`src/rtl/dmem_arb_pkg.sv`:
```
// Shared types and defaults for the data-memory arbiter.
package dmem_arb_pkg;

  typedef enum logic {
    IDLE  = 1'b0,
    ISSUE = 1'b1
  } state_t;

  localparam logic P0 = 1'b0;
  localparam logic P1 = 1'b1;

  localparam int ADDR_W_DEF = 12;
  localparam int DATA_W_DEF = 32;

endpackage

```
`src/rtl/dmem_arbiter_rr_arb2.sv`:
```
// Two-way round-robin picker. A held lock pins the choice to its owner
// while the owner keeps requesting; otherwise a tie goes to the port that
// was not granted last.
module rr_arb2
  import dmem_arb_pkg::*;
(
  input  logic [1:0] req,
  input  logic       last,
  input  logic       lock_valid,
  input  logic       lock_owner,
  output logic       sel
);

  // Winner selection; a lone requester always wins.
  always_comb begin
    sel = P0;
    if (lock_valid && req[lock_owner]) sel = lock_owner;
    else if (&req)                     sel = ~last;
    else if (req[1])                   sel = P1;
  end

endmodule

```
`src/rtl/dmem_arbiter.sv`:
```
// Shares the single-ported data memory between the CPU (port 0) and the
// debug/DMA loader (port 1). IDLE picks a winner and registers its access,
// ISSUE drives the memory for one cycle. Define DMEM_ARB_LOCK_EN to let a
// requester keep ownership across accesses (atomic read-modify-write).
module dmem_arbiter
  import dmem_arb_pkg::*;
#(
  parameter int ADDR_W = ADDR_W_DEF,
  parameter int DATA_W = DATA_W_DEF
) (
  input  logic              clk,
  input  logic              rst_n,
  input  logic              req0,
  input  logic              req1,
  input  logic              we0,
  input  logic              we1,
  input  logic [ADDR_W-1:0] addr0,
  input  logic [ADDR_W-1:0] addr1,
  input  logic [DATA_W-1:0] wdata0,
  input  logic [DATA_W-1:0] wdata1,
  input  logic              lock0,
  input  logic              lock1,
  output logic              gnt0,
  output logic              gnt1,
  output logic              rvalid0,
  output logic              rvalid1,
  output logic [DATA_W-1:0] rdata,
  output logic [ADDR_W-1:0] mem_addr,
  output logic [DATA_W-1:0] mem_wdata,
  output logic              mem_we,
  input  logic [DATA_W-1:0] mem_rdata,
  output logic              busy
);

  state_t            state, state_nx;
  logic [1:0]        req;
  logic              win;
  logic              sel_q, sel_we, last_grant;
  logic [ADDR_W-1:0] addr_q;
  logic [DATA_W-1:0] wdata_q;
  logic              lock_valid, lock_owner;

  assign req = {req1, req0};

  rr_arb2 u_rr (
    .req        (req),
    .last       (last_grant),
    .lock_valid (lock_valid),
    .lock_owner (lock_owner),
    .sel        (win)
  );

  // State register.
  always_ff @(posedge clk or negedge rst_n) begin
    if (!rst_n) state <= IDLE;
    else        state <= state_nx;
  end

  // Next state and issue-cycle outputs; mem_we stays purely combinational
  // so an async reset drops it at once.
  always_comb begin
    state_nx = state;
    busy     = 1'b0;
    gnt0     = 1'b0;
    gnt1     = 1'b0;
    mem_we   = 1'b0;
    case (state)
      IDLE:  if (|req) state_nx = ISSUE;
      ISSUE: begin
        state_nx = IDLE;
        busy     = 1'b1;
        gnt0     = (sel_q == P0);
        gnt1     = (sel_q == P1);
        mem_we   = sel_we;
      end
      default: state_nx = IDLE;
    endcase
  end

  assign mem_addr  = addr_q;
  assign mem_wdata = wdata_q;

  // Latch the winner's access while arbitrating.
  always_ff @(posedge clk or negedge rst_n) begin
    if (!rst_n) begin
      sel_q   <= P0;
      sel_we  <= 1'b0;
      addr_q  <= '0;
      wdata_q <= '0;
    end else if (state == IDLE && |req) begin
      sel_q   <= win;
      sel_we  <= win ? we1 : we0;
      addr_q  <= win ? addr1 : addr0;
      wdata_q <= win ? wdata1 : wdata0;
    end
  end

  // Round-robin history; reset favours port 0 on the first tie.
  always_ff @(posedge clk or negedge rst_n) begin
    if (!rst_n)               last_grant <= P1;
    else if (state == ISSUE)  last_grant <= sel_q;
  end

  // Capture read data at the end of ISSUE and pulse the owner's rvalid.
  always_ff @(posedge clk or negedge rst_n) begin
    if (!rst_n) begin
      rvalid0 <= 1'b0;
      rvalid1 <= 1'b0;
      rdata   <= '0;
    end else begin
      rvalid0 <= (state == ISSUE) && !sel_we && (sel_q == P0);
      rvalid1 <= (state == ISSUE) && !sel_we && (sel_q == P1);
      if (state == ISSUE && !sel_we) rdata <= mem_rdata;
    end
  end

`ifdef DMEM_ARB_LOCK_EN
  // Ownership lock: taken by a granted access with lock set, released when
  // the owner is granted without lock or stops requesting.
  always_ff @(posedge clk or negedge rst_n) begin
    if (!rst_n) begin
      lock_valid <= 1'b0;
      lock_owner <= P0;
    end else if (state == ISSUE) begin
      if (sel_q ? lock1 : lock0) begin
        lock_valid <= 1'b1;
        lock_owner <= sel_q;
      end else if (lock_valid && lock_owner == sel_q) begin
        lock_valid <= 1'b0;
      end
    end else if (lock_valid && !req[lock_owner]) begin
      lock_valid <= 1'b0;
    end
  end
`else
  logic unused_lock;
  assign lock_valid  = 1'b0;
  assign lock_owner  = P0;
  assign unused_lock = lock0 ^ lock1;
`endif

endmodule
```
`config.mk`:
```
export PLATFORM = sky130hd
export DESIGN_NAME = dmem_arbiter
export DESIGN_NICKNAME = d
export VERILOG_FILES = /design/src/rtl/dmem_arb_pkg.sv /design/src/rtl/dmem_arbiter_rr_arb2.sv /design/src/rtl/dmem_arbiter.sv
export SDC_FILE = /design/constraint.sdc
export NUM_CORES = 1
export LEC_CHECK = 0
export CAP_MARGIN = 40
export CORE_ASPECT_RATIO = 0.7
export CORE_MARGIN = 5
export CORE_UTILIZATION = 42
export DETAILED_ROUTE_END_ITERATION = 12
export GPL_TIMING_DRIVEN = 0
export PLACE_DENSITY_LB_ADDON = 0.25
export SETUP_SLACK_MARGIN = 0.3
export SYNTH_ARGS = -nofsm -noshare
export SYNTH_HDL_FRONTEND = slang
export SYNTH_HIERARCHICAL = 1
export SYNTH_SLANG_ARGS = --single-unit
```
`constraint.sdc`:
```
create_clock -name clk -period 3.85 [get_ports clk]
set_input_delay 0.385 -clock clk [delete_from_list [all_inputs] [get_ports clk]]
set_output_delay 0.385 -clock clk [all_outputs]
set_load 0.02 [all_outputs]
```
Word level (Yosys, flattened, before mapping)
Index checks and enable logic that the tools add are counted.
Cells by class
  muxes and demuxes: 11
  bitwise operators: 3
  reductions and logical operators: 7
Operators by type and width (count)
  two-way mux 32 bit: 1
  two-way mux 12 bit: 1
  two-way mux 1 bit: 8
  logical AND 1 bit: 4
  inverter 1 bit: 3
  case mux 1 bit (2 select lines): 1
  AND reduction 2 bit: 1
  OR reduction 2 bit: 1
  zero test 1 bit: 1
Storage, ports and cells
  bits in registers: 82
  bits of input ports: 128
  word-level logic and storage cells: 30

Longest topological paths before layout
  depth after elaboration: 3
  gate-level depth with buffers: 6

By module
Netlist, hierarchy kept.
Modules (own cells, without submodules)
  dmem_arbiter: times used 1, cells each 230, area an instance 3861.2 um^2, sequential area each 2053.2 um^2
  rr_arb2: times used 1, cells each 4, area an instance 20.0 um^2, sequential area each 0.0 um^2

Least setup slack after synthesis
OpenSTA, ideal clock, no wires.
  path kind: flip-flop to flip-flop
  start: reg last_grant
  end: reg addr_q[2] (netlist: mem_addr[2])
  library setup time: 0.125 ns
  arrival: 1.620 ns
  setup slack: 2.105 ns
  cell stages (with the launch flop): 7
  path buffers: 2
  period minus slack after synthesis: 1.745 ns
  cells stage by stage: dfstp_2 or2_1 a31oi_1 buf_6 buf_6 mux2_4 mux2_4
On the way
  cells in the longest elaborated chain, start to end: 3
RTL lines
  start: declaration: RTL line dmem_arbiter.sv:38  | logic sel_q, sel_we, last_grant;
  start signal: assignment: RTL line dmem_arbiter.sv:101  | else if (state == ISSUE) last_grant <= sel_q;
  inverter 1 bit: RTL line dmem_arbiter_rr_arb2.sv:18  | else if (&req) sel = ~last;
  two-way mux 1 bit: RTL line dmem_arbiter_rr_arb2.sv:18
  via win: RTL line dmem_arbiter.sv:37  | logic win;
  two-way mux 12 bit: RTL line dmem_arbiter.sv:93  | addr_q <= win ? addr1 : addr0;
  end signal: assignment: RTL line dmem_arbiter.sv:93
  end: declaration: RTL line dmem_arbiter.sv:39  | logic [ADDR_W-1:0] addr_q;
The timed path passes the listed nets, and every way through them passes these cells.
A chain may end at the register's enable or synchronous reset.

Worst setup path in the final report
  start: reg state
  end: out gnt0
On the way
  cells in the longest elaborated chain, start to end: 1
RTL lines
  start: declaration: RTL line dmem_arbiter.sv:35  | state_t state, state_nx;
  start signal: assignment: RTL line dmem_arbiter.sv:56  | else state <= state_nx;
  two-way mux 1 bit: RTL line dmem_arbiter.sv:67  | case (state)
  end: declaration: RTL line dmem_arbiter.sv:23  | output logic gnt0,
No other way between the ends.

==> metrics.json <==
{
  "timing": {
    "maxClockFrequency_mhz": 497,
    "max_slew.worst_pin.slew_ns": 0.537,
    "maxSlewHeadroom_pct": 64.2,
    "finalWorstSetupSlack_ns": 1.84,
    "rsz0062_at_grt": "false",
    "slew_violations": 0,
    "final-hold-violation-count": 0,
    "final_critical_delay_including_setup_and_external_delays_ns": 2.01,
    "fin_worst_skew_ns": 0.00246,
    "setup_viol_count_final": 0,
    "final.period_utilization_pct": 52.3
  },
  "drt": {
    "drt_wl_total_mm": 9.70,
    "drcViolationCount": 0,
    "via_count": 2673,
    "vias_per_cell": 4.58,
    "detailedRoute.firstIterationViolations": 78,
    "antenna_left": 0,
    "drt_pre_antenna_iters": 4,
    "route.detailed.wl_per_inst_microns": 16.6
  },
  "worst_setup_path": {
    "criticalPathCategory": "reg2out",
    "r2r-start": "last_grant$_DFFE_PN1P_",
    "arrival_ns": 1.63,
    "worstSetupEndpointType": "primary output",
    "terminus_of_the_critical_flop_to_flop_path": "mem_wdata[4]$_DFFE_PN0P_",
    "worstPathRequired_ns": 3.46,
    "critical_path_peak_fanout": 7,
    "endpoint": "gnt0",
    "reg2reg_slack_ns": 1.97,
    "critPathLaunchType": "flip-flop",
    "timing.reg2reg.worst_path_depth": 6,
    "crit_path_start": "state$_DFF_PN0_"
  },
  "clock_network": {
    "cts_buffer_depth": 2,
    "h-tree-depth": 3,
    "cts.root.buffer_cell": "sky130_fd_sc_hd__clkbuf_16",
    "clock-sinks": 82,
    "clock_tree_from_tritoncts": "yes",
    "clock_insertion_delay_worst_skew_ns": 0.32,
    "cts.reportedPaths.clkPinSlew_ns": 0.06,
    "cts-hold-fix-buffers": 0,
    "cts.repair_timing.setup_buffer_count": 0,
    "numCtsBuffers": 9,
    "post_cts_resized": 0
  },
  "layout": {
    "layout.core_utilization_pct": 71.2,
    "diodes_inserted": 0,
    "finish.net_count": 583,
    "postLayoutCellArea_sq_um": 6430,
    "syn_to_final_growth_pct": 65.7,
    "post_layout_nonfiller_instances": 584,
    "proportion_of_layout_cells_with_a_drive_suffix_above_1_pct": 27.2
  },
  "yosys": {
    "synth_top_family_by_area": "multiplexers",
    "synth_most_common_cell": "sky130_fd_sc_hd__dfrtp_1",
    "post_synth_main_area_contributors": "sky130_fd_sc_hd__dfrtp_1, sky130_fd_sc_hd__mux2_4, sky130_fd_sc_hd__mux2_2",
    "synthDominantCellAreaShare_pct": 52.2,
    "synth-main-ff-cell": "sky130_fd_sc_hd__dfrtp_1",
    "area_share_of_and_or_nand_nor_cells_after_synthesis_pct": 1.10,
    "synth_largest_area_cell": "sky130_fd_sc_hd__dfrtp_1",
    "number_of_synthesized_flops_with_an_enable_pin": 0,
    "yosys-top-cells-count": "sky130_fd_sc_hd__dfrtp_1, sky130_fd_sc_hd__mux2_4, sky130_fd_sc_hd__mux2_2",
    "ys.warnings.count": 6,
    "synth_cells": 234,
    "synth_seq_area_share_pct": 52.9,
    "syn_area_sq_um": 3880,
    "compound_gate_fraction_of_synth_area_pct": 0.709,
    "synth_fa_ha_area_share_pct": 0,
    "synth_xor_area_share_pct": 0,
    "synthMuxAreaShare_pct": 40.4,
    "synth.ff_latch_count": 82,
    "avgSynthCellArea_sq_um": 16.6,
    "ys_async_sr_fraction_pct": 100,
    "netlist-cell-type-count": 19
  },
  "placed_design": {
    "numPortBuffers": 207,
    "placed_cell_area_sq_um": 6130,
    "post-place-ws_ns": 1.61,
    "detailed_place_hpwl_mm": 7.65,
    "gp_congestion": 0.750,
    "dp_cells": 568
  },
  "job": {
    "drv_cap": 0
  },
  "pwr": {
    "p_leak_uw": 0.00275,
    "power.density_cell_area_nw_per_um2": 556,
    "peakVddDrop_mv": 0.332
  },
  "floorplanning": {
    "chipHeight_microns": 90.4,
    "top_level_ports": 210,
    "std_cell_rows": 29,
    "floorplan.core_area_sq_um": 9030,
    "initial_core_util_pct": 43.0,
    "floorplan.die.width_microns": 125,
    "fp.dieArea_sq_um": 11300
  },
  "global_routing": {
    "remaining_global_route_overflow": 0,
    "grt_max_degree": 43,
    "grt_util_all_layers_pct": 17.6,
    "number_of_global_route_vias_before_repair": 3025,
    "number_of_antenna_violations_at_the_first_check_in_global_routing": 0,
    "wire_length_of_the_first_global_routing_pass_mm": 15.9
  },
  "hold_path": {
    "worst_hold_path_type": "in2async"
  },
  "outcome": {
    "result_of_the_run": "finished, final reports clean"
  }
}
cell usage in the layout, fill, tap and decap left out, types with 4 or more instances in the layout:
cell type / n
sky130_fd_sc_hd__buf_12: 4
sky130_fd_sc_hd__buf_6: 9
sky130_fd_sc_hd__clkbuf_16: 9
sky130_fd_sc_hd__clkdlybuf4s50_1: 206
sky130_fd_sc_hd__dfrtp_1: 81
sky130_fd_sc_hd__mux2_1: 31
sky130_fd_sc_hd__mux2_2: 43
sky130_fd_sc_hd__mux2_4: 49
metrics by stage:
step | power, uW | hold WS [ns] | TNS [ns]
CTS | 3620 | 0.0511 | 0
finish | 3570 | 0.0391 | 0
floorplan | 2010 | 0.0894 | 0
global route | 3750 | 0.0797 | 0
global placement | 2730 | 0.460 | -40.74
detailed placement | 2770 | 0.408 | 0
critical path, stage by stage (launching register included):
cell and delay [ns]:
sky130_fd_sc_hd__dfrtp_1 0.43, sky130_fd_sc_hd__nor2b_1 0.21, sky130_fd_sc_hd__clkdlybuf4s50_1 0.66
layer usage:
metal  global-route usage (%)  wire length, microns  part of all wire (%)
met5                        0                     0                     0
met4                     4.42                   106                   1.1
met3                     8.10                   946                   9.7
met2                     29.9                  4880                    50
met1                     20.2                  3770                    39
state kept, by name, indices dropped and copies added, names as in the netlist:
name and cells:
mem_wdata 32, rdata 32, mem_addr 12, last_grant 1, rvalid0 1, rvalid1 1, sel_q 1, sel_we 1
state 1
logic make-up (layout without fill, tap and decap cells):
logic type             after synthesis  count (layout)
AO/OA/AOI/OAI                        3               3
buffers and inverters               17             241
flip-flops                          82              82
multiplexers                       123             123
other                                1               3
AND/OR/NAND/NOR                      8               8
worst min path at each step:
stage / endpoint / slack [ns] / cells past startpoint
6_report: rdata[20]$_DFFE_PN0P_ / 0.04 / 1
5_1_grt: rdata[20]$_DFFE_PN0P_ / 0.08 / 1
4_1_cts: rdata[20]$_DFFE_PN0P_ / 0.05 / 1
3_5_place_dp: rdata[20]$_DFFE_PN0P_ / 0.41 / 1
3_3_place_gp: last_grant$_DFFE_PN1P_ / 0.46 / 2
2_1_floorplan: mem_addr[0]$_DFFE_PN0P_ / 0.09 / 0
where the power goes:
group          total, uW  leakage, uW  internal, uW  switching, uW
Combinational       1490      0.00164           863            626
Sequential          1250     0.000960          1110            135
Clock                838     0.000149           517            320
cell type report:
cell class | count | area (sq um)
Fill cell | 623 | 2610
Timing Repair Buffer | 208 | 2090
Sequential cell | 82 | 2050
Multi-Input combinational cell | 137 | 1650
Clock buffer | 11 | 243
Buffer | 14 | 174
Tap cell | 124 | 155
Clock inverter | 5 | 53.8
Inverter | 3 | 11.3
Note: power is estimated with default switching activity, not from simulation.
